`src/rtl/k_rctl_t3.sv`:
```
// Read-side control for a dual-clock FIFO: it synchronizes the Gray write pointer into the
// read domain and keeps the binary and Gray read pointers. It also registers the empty flag,
// the almost-empty flag and a pessimistic fill-level estimate.
module k_rctl_t3 #(
    parameter int unsigned addr_size = 4,
    parameter int unsigned ae_level  = 2
) (
    input  logic                 rclk,
    input  logic                 rrst,
    input  logic [addr_size:0]   wptr,
    input  logic                 rinc,
    output logic [addr_size-1:0] raddr,
    output logic [addr_size:0]   rptr,
    output logic                 rempty,
    output logic                 ralmost_empty,
    output logic [addr_size:0]   rcount
);

    localparam int unsigned Aw = addr_size + 1;
    localparam logic [addr_size:0] AeLevel = Aw'(ae_level);

    logic [addr_size:0] rq1_wptr_q, rq1_wptr_d;
    logic [addr_size:0] rq2_wptr_q, rq2_wptr_d;
    logic [addr_size:0] rbin_q, rbin_d;
    logic [addr_size:0] rptr_q, rptr_d;
    logic               rempty_q, rempty_d;
    logic               ralmost_empty_q, ralmost_empty_d;
    logic [addr_size:0] rcount_q, rcount_d;

    logic               rget;
    logic [addr_size:0] rbinnext;
    logic [addr_size:0] rgraynext;
    logic [addr_size:0] wbin_s;
    logic [addr_size:0] fill;

    // Pointer advance, write-pointer decode and registered flag/level computation.
    always_comb begin
        // A request while empty is dropped silently.
        rget      = rinc & ~rempty_q;
        rbinnext  = rbin_q + Aw'(rget);
        rgraynext = (rbinnext >> 1) ^ rbinnext;

        // Gray to binary: each bit is the XOR of itself and all bits above it.
        wbin_s = '0;
        for (int i = 0; i <= int'(addr_size); i++) begin
            wbin_s[i] = ^(rq2_wptr_q >> i);
        end

        // Uses the post-read pointer so reads are reflected at once and writes lag.
        fill = wbin_s - rbinnext;

        rq1_wptr_d      = wptr;
        rq2_wptr_d      = rq1_wptr_q;
        rbin_d          = rbinnext;
        rptr_d          = rgraynext;
        // Full-width compare: the MSB wrap bit separates empty from full.
        rempty_d        = (rgraynext == rq2_wptr_q);
        ralmost_empty_d = (fill <= AeLevel);
        rcount_d        = fill;
    end

    // State registers with synchronous active-high reset; reset wins over rinc.
    always_ff @(posedge rclk) begin
        if (rrst) begin
            rq1_wptr_q      <= '0;
            rq2_wptr_q      <= '0;
            rbin_q          <= '0;
            rptr_q          <= '0;
            rempty_q        <= 1'b1;
            ralmost_empty_q <= 1'b1;
            rcount_q        <= '0;
        end else begin
            rq1_wptr_q      <= rq1_wptr_d;
            rq2_wptr_q      <= rq2_wptr_d;
            rbin_q          <= rbin_d;
            rptr_q          <= rptr_d;
            rempty_q        <= rempty_d;
            ralmost_empty_q <= ralmost_empty_d;
            rcount_q        <= rcount_d;
        end
    end

    assign raddr         = rbin_q[addr_size-1:0];
    assign rptr          = rptr_q;
    assign rempty        = rempty_q;
    assign ralmost_empty = ralmost_empty_q;
    assign rcount        = rcount_q;

endmodule

```
`config.mk`:
```
export PLATFORM = sky130hd
export DESIGN_NAME = k_rctl_t3
export DESIGN_NICKNAME = d
export VERILOG_FILES = /design/src/rtl/k_rctl_t3.sv
export SDC_FILE = /design/constraint.sdc
export NUM_CORES = 1
export LEC_CHECK = 0
export ABC_AREA = 1
export BUFFER_PORTS_ARGS = -buffer_cell sky130_fd_sc_hd__buf_2
export CORE_MARGIN = 5
export CORE_UTILIZATION = 48
export DETAILED_ROUTE_END_ITERATION = 6
export PLACE_DENSITY = 0.76
export SLEW_MARGIN = 20
export SYNTH_ARGS = -nofsm -noshare
export SYNTH_HDL_FRONTEND = slang
export SYNTH_SLANG_ARGS = --single-unit
```
`constraint.sdc`:
```
create_clock -name rclk -period 1.81 [get_ports rclk]
set_input_delay 0.0905 -clock rclk [delete_from_list [all_inputs] [get_ports rclk]]
set_output_delay 0.0905 -clock rclk [all_outputs]
set_load 0.05 [all_outputs]
```
==> summary.txt, run 1 <==
Run status
  • Outcome: finished with violations
  • Failing checks: negative setup slack

Timing
  • Relative slew slack: between 70% and 80%
  • Worst-Margin Slew: ~370 ps
  • Post-layout minimum cycle time: approximately 1900 ps
  • Final Skew: between 2 and 2.5 ps
  • RSZ-0062 raised after global routing: true
  • Final Cycle Share: 103%
  • Fmax: 537 MHz
  • Final hold vios: 0
  • # setup viols final: 1
  • Slew Viols, Final: 0
  • Setup ws final: -52.5 ps

Synth
  • Mapped Nets: 188
  • Async set-reset flop share out of synthesis: 0%
  • Sequential area share after synthesis: ~41%
  • Post-synth top area share: between 40% and 50%
  • EDFF count, synth: 0
  • Library cells used by synthesis: 23
  • Synth warn: 0
  • #FFs+latches synth: 26
  • Synth area leaders: dfxtp_1 41%, nand2_1 13%, inv_1 8.5%
  • Avg Cell Area, Syn: ~7.3 sq um
  • Synth Instances: ~180
  • Mapped Area: roughly 1300 sq um
  • Count leader, synth: nand2_1
  • Synth cell count leaders: 44 x nand2_1, 29 x inv_1, 26 x dfxtp_1
  • Area leader, netlist: dfxtp_1
  • Dominant synthesized flop cell: dfxtp_1

Floorplanning
  • Die X: around 62 um
  • Die height: 61.7 um
  • Initial Utilization: between 50 and 60%
  • FP Rows: 18
  • Full die area: ~3800 sq um
  • # IOs: 24
  • CORE AREA: roughly 2500 sq um

Power
  • Sw Ratio: 36.5%
  • Overall power: 0.00142 W
  • Clock share of power: 17.8%
  • Lkg Pwr: between 0.9 and 1 nW
  • Net Sw Power: a little over 0.0005 W
  • Flop pwr share: a little under half
  • Worst-case vdd ir drop: between 800 and 900 uV
  • Pint: around 0.0009 W
  • Pwr Density: 779 nW/um^2
  • Comb pwr share: 36.8%

Clocking
  • Total clock sinks: 26
  • Inserted Clock Buffers: 3
  • Worst skew pair latency: a little over 300 ps
  • Clk buf depth: 2
  • Worst-path clk slew: around 140 ps
  • CTS tree: done
  • H-tree levels: 1
  • CTS Root Cell: clkbuf_4

Drt
  • Remaining antenna violation count: 0
  • WL per Instance: between 10 and 15 um
  • Drt pass-1 iters: 4
  • DRT iter0 DRCs: 38
  • Via count: 1161
  • Routed WL: between 2000 and 3000 um
  • DRC errors left: 0
  • Via/cell ratio: around 4.6

Global routing
  • Pin count of the biggest net entering global routing: 23
  • Busiest grt layer: met2
  • Tot GR Track Use: between 15 and 20%
  • GR Util met2: 27.5%
  • Met3 usage: 2.52%
  • Routing usage on met1: between 10% and 20%
  • First-pass GRT wire length: 4300 um
  • Vias in the first global route: approximately 1100
  • GRT overflow: 0
  • Initial antenna violation count: 0

Place
  • Count of input and output buffers: 23
  • GP Congestion: around 0.83
  • Area after DPL: 1620 sq um
  • Final HPWL DP: between 2000 and 2500 um

Worst setup path
  • CP max stage cell: dfxtp_4
  • Required time worst endpoint: slightly above 2000 ps
  • CP top delay family: simple AND/OR/NAND/NOR gates
  • R2R Setup Slk: -50 ps
  • Critical Path Stages: 13
  • Setup crit start kind: register
  • Critical path class: register to register
  • Buf/Inv on CP: 1
  • CP Capture Type: register
  • Largest stage delay on the critical path: roughly 370 ps
  • Critical path arrival: about 2100 ps
  • Top cell by count, worst path: nand2_2
  • Crit path cell chain: nor2_2, ha_2, ha_4, inv_2, nand2_2, nand2_4, ha_4, nand2_2, nand3b_1, nand3_1, nand3_2, nand2_2, nor2_2
  • CP Max Fanout: 4
  • Worst R2R Path Depth: 13

Final layout
  • Finished Cell Area: approximately 1800 sq um
  • Antenna diodes: 0
  • Share of cells above drive strength 1: 45.8%
  • FF+latch area: around 540 sq um
  • Fillers: 207
  • Synth-to-Final Area Change: 41.9%
  • Footprint of the multi-input gates: roughly 770 sq um
  • Final net count: between 200 and 250

Hold path
  • Worst min path class: input port to register
  • Hold path depth: 2

Job
  • Max Cap Violations: 0
cell usage in the layout (no fill, tap or decap), drive strengths merged:
master / instances
inv: 32
xor2: 7
nand2: 52
clkbuf: 4
nor3: 1
dlygate4sd3: 5
dfxtp: 26
nand3: 14
buf: 43
nand3b: 1
ha: 5
xnor2: 4
nor2: 27
nand4: 2
a21oi: 2
worst register-to-register path: cells and delay by family (launching register included):
| kind | cells | cell delay, ps |
|---|---|---|
| flops | 1 | 370 |
| fa+ha+maj | 3 | 630 |
| buf+inv | 1 | 30 |
| simple gates | 9 | 740 |
metrics by stage:
step	util (%)	hold slack (ps)	cells	setup WS [ps]	setup TNS [ps]
floorplan	-	169	175	-51.2	-63.4
global placement	64.0	288	244	-18.5	-18.5
detailed placement	64.0	299	244	-90.2	-97.7
CTS	68.3	150	255	-53.6	-53.6
global route	72.1	157	255	-165	-406
finish	72.1	153	255	-52.5	-52.5
worst paths after layout:
kind | start | to
min reg2reg | rq1_wptr_q[3] | rq2_wptr_q[3]
max | rempty | ralmost_empty
max reg2reg | rempty | ralmost_empty
min | rrst | rq1_wptr_q[0]
power by group through the flow:
stage | sequential, W | combinational (W) | clock, W
after floorplan | 0.000798 | 0.000203 | 0
after global placement | 0.000653 | 0.000462 | 0
after detailed placement | 0.000657 | 0.000470 | 0
after CTS | 0.000645 | 0.000489 | 0.000257
after global routing | 0.000649 | 0.000571 | 0.000281
final | 0.000643 | 0.000521 | 0.000251
routing by layer:
layer	wire length, um	vias to the layer above
met2	1410	22
met1	1090	516
li1	-	617
met3	112	6
met5	0	-
met4	46	0
timing repair:
item,CTS,global route
pin swaps,5,14
hold buffers,5,0
endpoints found under the hold margin,5,0
resized for setup,6,29
buffers inserted,2,0
setup endpoints to repair,5,5
logic make-up after synthesis:
kind of cell | count (synthesis) | share of synthesized area, %
AO/OA/AOI/OAI | 2 | 1.07
XOR/XNOR | 11 | 9.57
adder cells (fa/ha/maj) | 5 | 4.88
buffers and inverters | 34 | 9.96
flip-flops | 26 | 40.6
AND/OR/NAND/NOR | 97 | 33.9
flip-flops by register name, indices dropped and copies added, names as in the netlist:
signal	count
rbin_q	5
rcount	5
ralmost_empty	1
rq1_wptr_q	5
rempty	1
rq2_wptr_q	5
rptr	4
cell type report:
cell class | count | share of cell area (%)
inverter | 32 | 6.88
timing repair buffer | 48 | 17.5
sequential | 26 | 29.7
tap | 30 | 2.06
multi-input combinational | 115 | 42.4
clock buffer | 4 | 1.45
No activity file was read; power rests on OpenSTA's default activity.
==> run 2: changes to the inputs <==
--- a/config.mk
+++ b/config.mk
@@ -7,10 +7,12 @@
 export LEC_CHECK = 0
 export ABC_AREA = 1
 export BUFFER_PORTS_ARGS = -buffer_cell sky130_fd_sc_hd__buf_2
+export CELL_PAD_IN_SITES_DETAIL_PLACEMENT = 0
+export CELL_PAD_IN_SITES_GLOBAL_PLACEMENT = 1
 export CORE_MARGIN = 5
-export CORE_UTILIZATION = 48
+export CORE_UTILIZATION = 35
 export DETAILED_ROUTE_END_ITERATION = 6
-export PLACE_DENSITY = 0.76
+export PLACE_DENSITY = 0.77
 export SLEW_MARGIN = 20
 export SYNTH_ARGS = -nofsm -noshare
 export SYNTH_HDL_FRONTEND = slang
==> run 2 against run 1 <==
The flow now finishes without violations. Maximum frequency is 3.6% higher. Sequential share of layout area is 1.2 points lower. Via count is 3.1% lower. Count of clock-buffer cells in the layout stayed put. Combinational power is 4.8% higher. Utilization is 20 points lower. Clock skew is 1.2 ps lower. Clock power is 68% higher. Critical path depth is 3 higher. Critical path type unchanged.
==> summary.txt, run 2 (synthesized netlist as in run 1, its figures left out) <==
Run status
  • Outcome: finished clean

Timing
  • Slew Viols, Final: 0
  • # setup viols final: 0
  • RSZ-0062 raised after global routing: true
  • Final Cycle Share: between 90% and 100%
  • Post-layout minimum cycle time: 1800 ps
  • Worst-Margin Slew: between 400 and 500 ps
  • Setup TNS: 0 ps
  • Final hold vios: 0
  • Relative slew slack: between 70% and 80%
  • Fmax: 556 MHz
  • Fin Hold WS: about 14 ps
  • Final Skew: ~1.1 ps

Global routing
  • Pin count of the biggest net entering global routing: 23
  • Tot GR Track Use: roughly a tenth
  • First-pass GRT wire length: roughly 4300 um
  • Initial antenna violation count: 0
  • GRT overflow: 0
  • Vias in the first global route: 1055

Drt
  • Via/cell ratio: a little over 4
  • Remaining antenna violation count: 0
  • DRT iter0 DRCs: 41
  • Via count: 1125
  • WL per Instance: between 9 and 10 um
  • DRC errors left: 0
  • Routed WL: 2540 um
  • Drt pass-1 iters: 4

Floorplanning
  • FP Rows: 22
  • CORE AREA: between 3000 and 4000 sq um
  • Die X: around 70 um
  • Die height: 70.5 um
  • # IOs: 24
  • Full die area: roughly 5000 sq um
  • Initial Utilization: 35.5%

Hold path
  • Hold_sp: wptr[1]
  • Worst min path class: input port to register
  • Hold path depth: 3
  • Hold Path End: rq1_wptr_q[1]

Clocking
  • Worst skew pair latency: approximately 270 ps
  • Hold buffer count at CTS: 0
  • CTS tree: done
  • H-tree levels: 1
  • Inserted Clock Buffers: 3
  • Clk buf depth: 2
  • Total clock sinks: 26
  • CTS Root Cell: clkbuf_8
  • Worst-path clk slew: approximately 90 ps
  • Postcts setup bufs: 0

Worst setup path
  • R2R Setup Slk: 10 ps
  • CP max stage cell: dfxtp_2
  • Required time worst endpoint: a little under 2000 ps
  • Worst R2R Path Depth: 16
  • Critical path class: register to register
  • Crit path cell chain: inv_2, nand2_2, nand2_2, nand2_2, nand2_2, xnor2_2, ha_2, inv_2, ha_4, inv_2, nand2_2, nand3_2, nand3_2, nand2_2, nor2_4, nor2_2
  • Critical path arrival: a little under 2000 ps
  • Worst reg2reg path startpoint: rq2_wptr_q[3]
  • CP Max Fanout: 4
  • CP Capture Type: register
  • Top cell by count, worst path: nand2_2
  • R2r endpoint: ralmost_empty
  • Largest stage delay on the critical path: between 300 and 400 ps
  • Setup crit start kind: register

Final layout
  • Final net count: between 200 and 250
  • Antenna diodes: 0
  • Most frequent cells in the layout: 36 x nand2_1, 23 x nor2_1, 23 x buf_2, 22 x inv_1, 22 x buf_4
  • Share of cells above drive strength 1: a little under half
  • Synth-to-Final Area Change: 46.3%
  • Commonest non-fill, non-tap cell in the layout: nand2_1
  • Final Core Density: 52.0%
  • Layout Cells excl Fill: 271

Power
  • Worst-case vdd ir drop: ~470 uV
  • Lkg Pwr: 0.948 nW
  • Pwr Density: approximately 860 nW/um^2
  • Overall power: ~0.0016 W

Job
  • Max Cap Violations: 0

Place
  • GP Congestion: 0.721
  • Dpl cells: 267
  • Final HPWL DP: 1960 um
  • Count of input and output buffers: 23
## run 2: changes by cell type in the layout (fill, tap and decap cells not counted), sizes merged
cell / previous run / this run
dlygate4sd3: 5 / 0
buf: 43 / 46
## run 2: worst max path at each step
stage / cells past startpoint / slack (ps) / end / start
3_3_place_gp: 17 / -50 / ralmost_empty / rq2_wptr_q[3]
6_report: 16 / 10 / ralmost_empty / rq2_wptr_q[3]
5_1_grt: 17 / -100 / ralmost_empty / rq2_wptr_q[4]
2_1_floorplan: 15 / -50 / ralmost_empty / rempty
4_1_cts: 14 / -40 / ralmost_empty / rempty
3_5_place_dp: 17 / -50 / ralmost_empty / rq2_wptr_q[4]
## run 2: final cells by class
cell class,instances,area (sq um)
Fill cell,359,1730
Multi-Input combinational cell,115,791
Sequential cell,26,534
Timing Repair Buffer,46,300
Inverter,32,123
Clock buffer,4,66.3
Tap cell,48,60.1
## run 2: report_power, final
part / internal, W / switching [W] / total, W
Combinational: 0.000207 / 0.000339 / 0.000546
Clock: 0.000240 / 0.000182 / 0.000422
Sequential: 0.000625 / 0.0000209 / 0.000646
## run 2: metrics by stage
stage | setup WS (ps) | area, sq um
after floorplan | -51.2 | 1340
after global placement | -50.3 | 1690
after detailed placement | -53.3 | 1690
after CTS | -37.0 | 1770
after global routing | -99.8 | 1870
final | 11.8 | 1870
## run 2: layer usage
| layer | GRT usage (%) | part of all wire [%] | vias up |
|---|---|---|---|
| met2 | 18.7 | 50 | 15 |
| met4 | 4.47 | 1.1 | 0 |
| met1 | 11.9 | 45 | 491 |
| li1 | - | - | 617 |
| met3 | 2.16 | 4.2 | 2 |
| met5 | 0 | 0 | - |
## run 2: critical path, delay by kind of cell, from the launching register on
family        cells  cell delay [ps]
xor+xnor          1              140
fa+ha+maj         2              310
flops             1              360
simple gates     10              720
buf+inv           3              160
## run 2: repair_timing
action | in CTS | in global routing
gates resized for setup | 8 | 25
endpoints found under the hold margin | 0 | 0
pin swaps | 3 | 20
setup endpoints to repair | 3 | 5
==> run 3: changes to the inputs <==
--- a/config.mk
+++ b/config.mk
@@ -10,9 +10,9 @@
 export CELL_PAD_IN_SITES_DETAIL_PLACEMENT = 0
 export CELL_PAD_IN_SITES_GLOBAL_PLACEMENT = 1
 export CORE_MARGIN = 5
-export CORE_UTILIZATION = 35
+export CORE_UTILIZATION = 27
 export DETAILED_ROUTE_END_ITERATION = 6
-export PLACE_DENSITY = 0.77
+export PLACE_DENSITY = 0.63
 export SLEW_MARGIN = 20
 export SYNTH_ARGS = -nofsm -noshare
 export SYNTH_HDL_FRONTEND = slang
==> run 3 against run 2 <==
Flip-flop and latch count unchanged. Maximum frequency up 0.80%. Count of clock-buffer cells in the layout unchanged. Final cell count up 1.8%. Critical path type unchanged. Highest routed layer unchanged.
==> summary.txt, run 3 (synthesized netlist as in run 1, its figures left out) <==
Hold path
  • Hold_sp: wptr[2]
  • Worst min path class: input port to register
  • Hold path depth: 3

Timing
  • Final Cycle Share: 98.6%
  • Setup ws final: approximately 26 ps
  • Fmax: between 500 and 600 MHz
  • # setup viols final: 0
  • Setup TNS: 0 ps
  • Final Skew: ~6.1 ps
  • Relative slew slack: between 70% and 80%
  • RSZ-0062 raised after global routing: true
  • Worst-Margin Slew: about 400 ps
  • Slew Viols, Final: 0
  • Final hold vios: 0
  • Post-layout minimum cycle time: 1780 ps

Global routing
  • Vias in the first global route: roughly 1000
  • First-pass GRT wire length: around 4400 um
  • Pin count of the biggest net entering global routing: 23
  • GRT overflow: 0
  • Tot GR Track Use: between 8 and 9%
  • Initial antenna violation count: 0

Drt
  • Remaining antenna violation count: 0
  • DRT iter0 DRCs: 47
  • Drt pass-1 iters: 4
  • Routed WL: 2600 um
  • DRC errors left: 0
  • Via/cell ratio: slightly above 4
  • WL per Instance: 9.42 um
  • Via count: approximately 1100

Clocking
  • Worst skew pair latency: between 200 and 300 ps
  • Hold buffer count at CTS: 0
  • CTS tree: done
  • Clk buf depth: 2
  • H-tree levels: 1
  • Worst-path clk slew: roughly 90 ps
  • Inserted Clock Buffers: 3
  • CTS Root Cell: clkbuf_8
  • Total clock sinks: 26

Worst setup path
  • Critical path arrival: between 1500 and 2000 ps
  • Critical path class: register to register
  • Worst R2R Path Depth: 15
  • CP Launch Point: rempty
  • Top cell by count, worst path: ha_4
  • Setup crit start kind: register
  • CP max stage cell: dfxtp_4
  • CP Capture Type: register
  • CP Max Fanout: 3
  • Crit path cell chain: nor2_4, ha_4, ha_4, inv_2, nand2_4, nand2_1, inv_1, ha_4, inv_2, nand2_2, nand3_2, nand3_2, nand2_2, nor2_4, nor2_2
  • Worst reg2reg path startpoint: rempty
  • Required time worst endpoint: around 2000 ps
  • Largest stage delay on the critical path: approximately 360 ps

Power
  • Pwr Density: approximately 840 nW/um^2
  • Overall power: between 0.0015 and 0.002 W
  • Lkg Pwr: roughly 0.93 nW
  • Worst-case vdd ir drop: between 400 and 500 uV

Floorplanning
  • Die height: about 80 um
  • Full die area: between 6000 and 7000 sq um
  • # IOs: 24
  • Initial Utilization: between 20% and 30%
  • CORE AREA: roughly 4700 sq um
  • Die X: 78.9 um
  • FP Rows: 25

Final layout
  • Share of cells above drive strength 1: 44.1%
  • Commonest non-fill, non-tap cell in the layout: nand2_1
  • Finished Cell Area: approximately 1800 sq um
  • Final net count: around 240
  • Antenna diodes: 0
  • Synth-to-Final Area Change: 44.2%
  • Final Core Density: between 30% and 40%
  • Most frequent cells in the layout: 37 x nand2_1, 25 x inv_1, 23 x nor2_1, 23 x buf_2, 21 x buf_4

Job
  • Max Cap Violations: 0

Place
  • Area after DPL: 1670 sq um
  • Count of input and output buffers: 23
  • GP Congestion: 0.740
  • Final HPWL DP: a little over 2000 um
  • Place WS: -52.0 ps

Run status
  • Outcome: finished clean
[run 3: cell count changes in the layout (fill, tap and decap cells not counted), moves of 2 or more]
cell     previous run  this run
dfxtp_2             5         3
inv_1              22        25
dfxtp_4             2         4
inv_2               9         6
xor2_2              4         2
[run 3: metal layers]
layer | vias to the layer above | GRT usage [%] | share of wire [%]
met5 | - | 0 | 0
met4 | 0 | 2.58 | 1.2
met3 | 4 | 2.49 | 4.9
met2 | 18 | 14.4 | 46
met1 | 495 | 11.7 | 48
li1 | 613 | - | -
[run 3: area by class of cell]
class | instances | area (sq um)
fill | 495 | 2810
multi-input combinational | 115 | 779
tap | 54 | 67.6
sequential | 26 | 539
inverter | 32 | 123
clock buffer | 4 | 55.1
timing repair buffer | 45 | 284
[run 3: path summary, 6_finish.rpt]
path,slack (ps),end
worst min-delay path,20,rq1_wptr_q[2]
worst max register to register,30,ralmost_empty
worst max-delay path,30,ralmost_empty
worst min register to register,400,rq2_wptr_q[4]
[run 3: what timing repair did]
action	CTS	global route
pin swaps	5	20
buffers inserted	0	1
resized for setup	5	25
endpoints found under the setup margin	4	5
[run 3: worst max-delay path, delay by kind of cell (launching register included)]
family                     cells  cell delay (ps)
buffers and inverters          3              170
adders and majority gates      3              580
DFF                            1              360
and+or+nand+nor                9              590
[run 3: report_power, final]
| part | internal [W] | switching [W] | leakage (nW) |
|---|---|---|---|
| sequential | 0.000623 | 0.0000199 | 0.217 |
| clock | 0.000194 | 0.000176 | 0.0288 |
| combinational | 0.000202 | 0.000335 | 0.686 |
| total | 0.00102 | 0.000531 | 0.932 |
[run 3: metrics by stage]
stage | hold slack [ps] | cells
2_1_floorplan | 169 | 175
3_3_place_gp | 292 | 271
3_5_place_dp | 298 | 271
4_1_cts | 6.32 | 275
5_1_grt | 13.2 | 276
6_report | 19.6 | 276
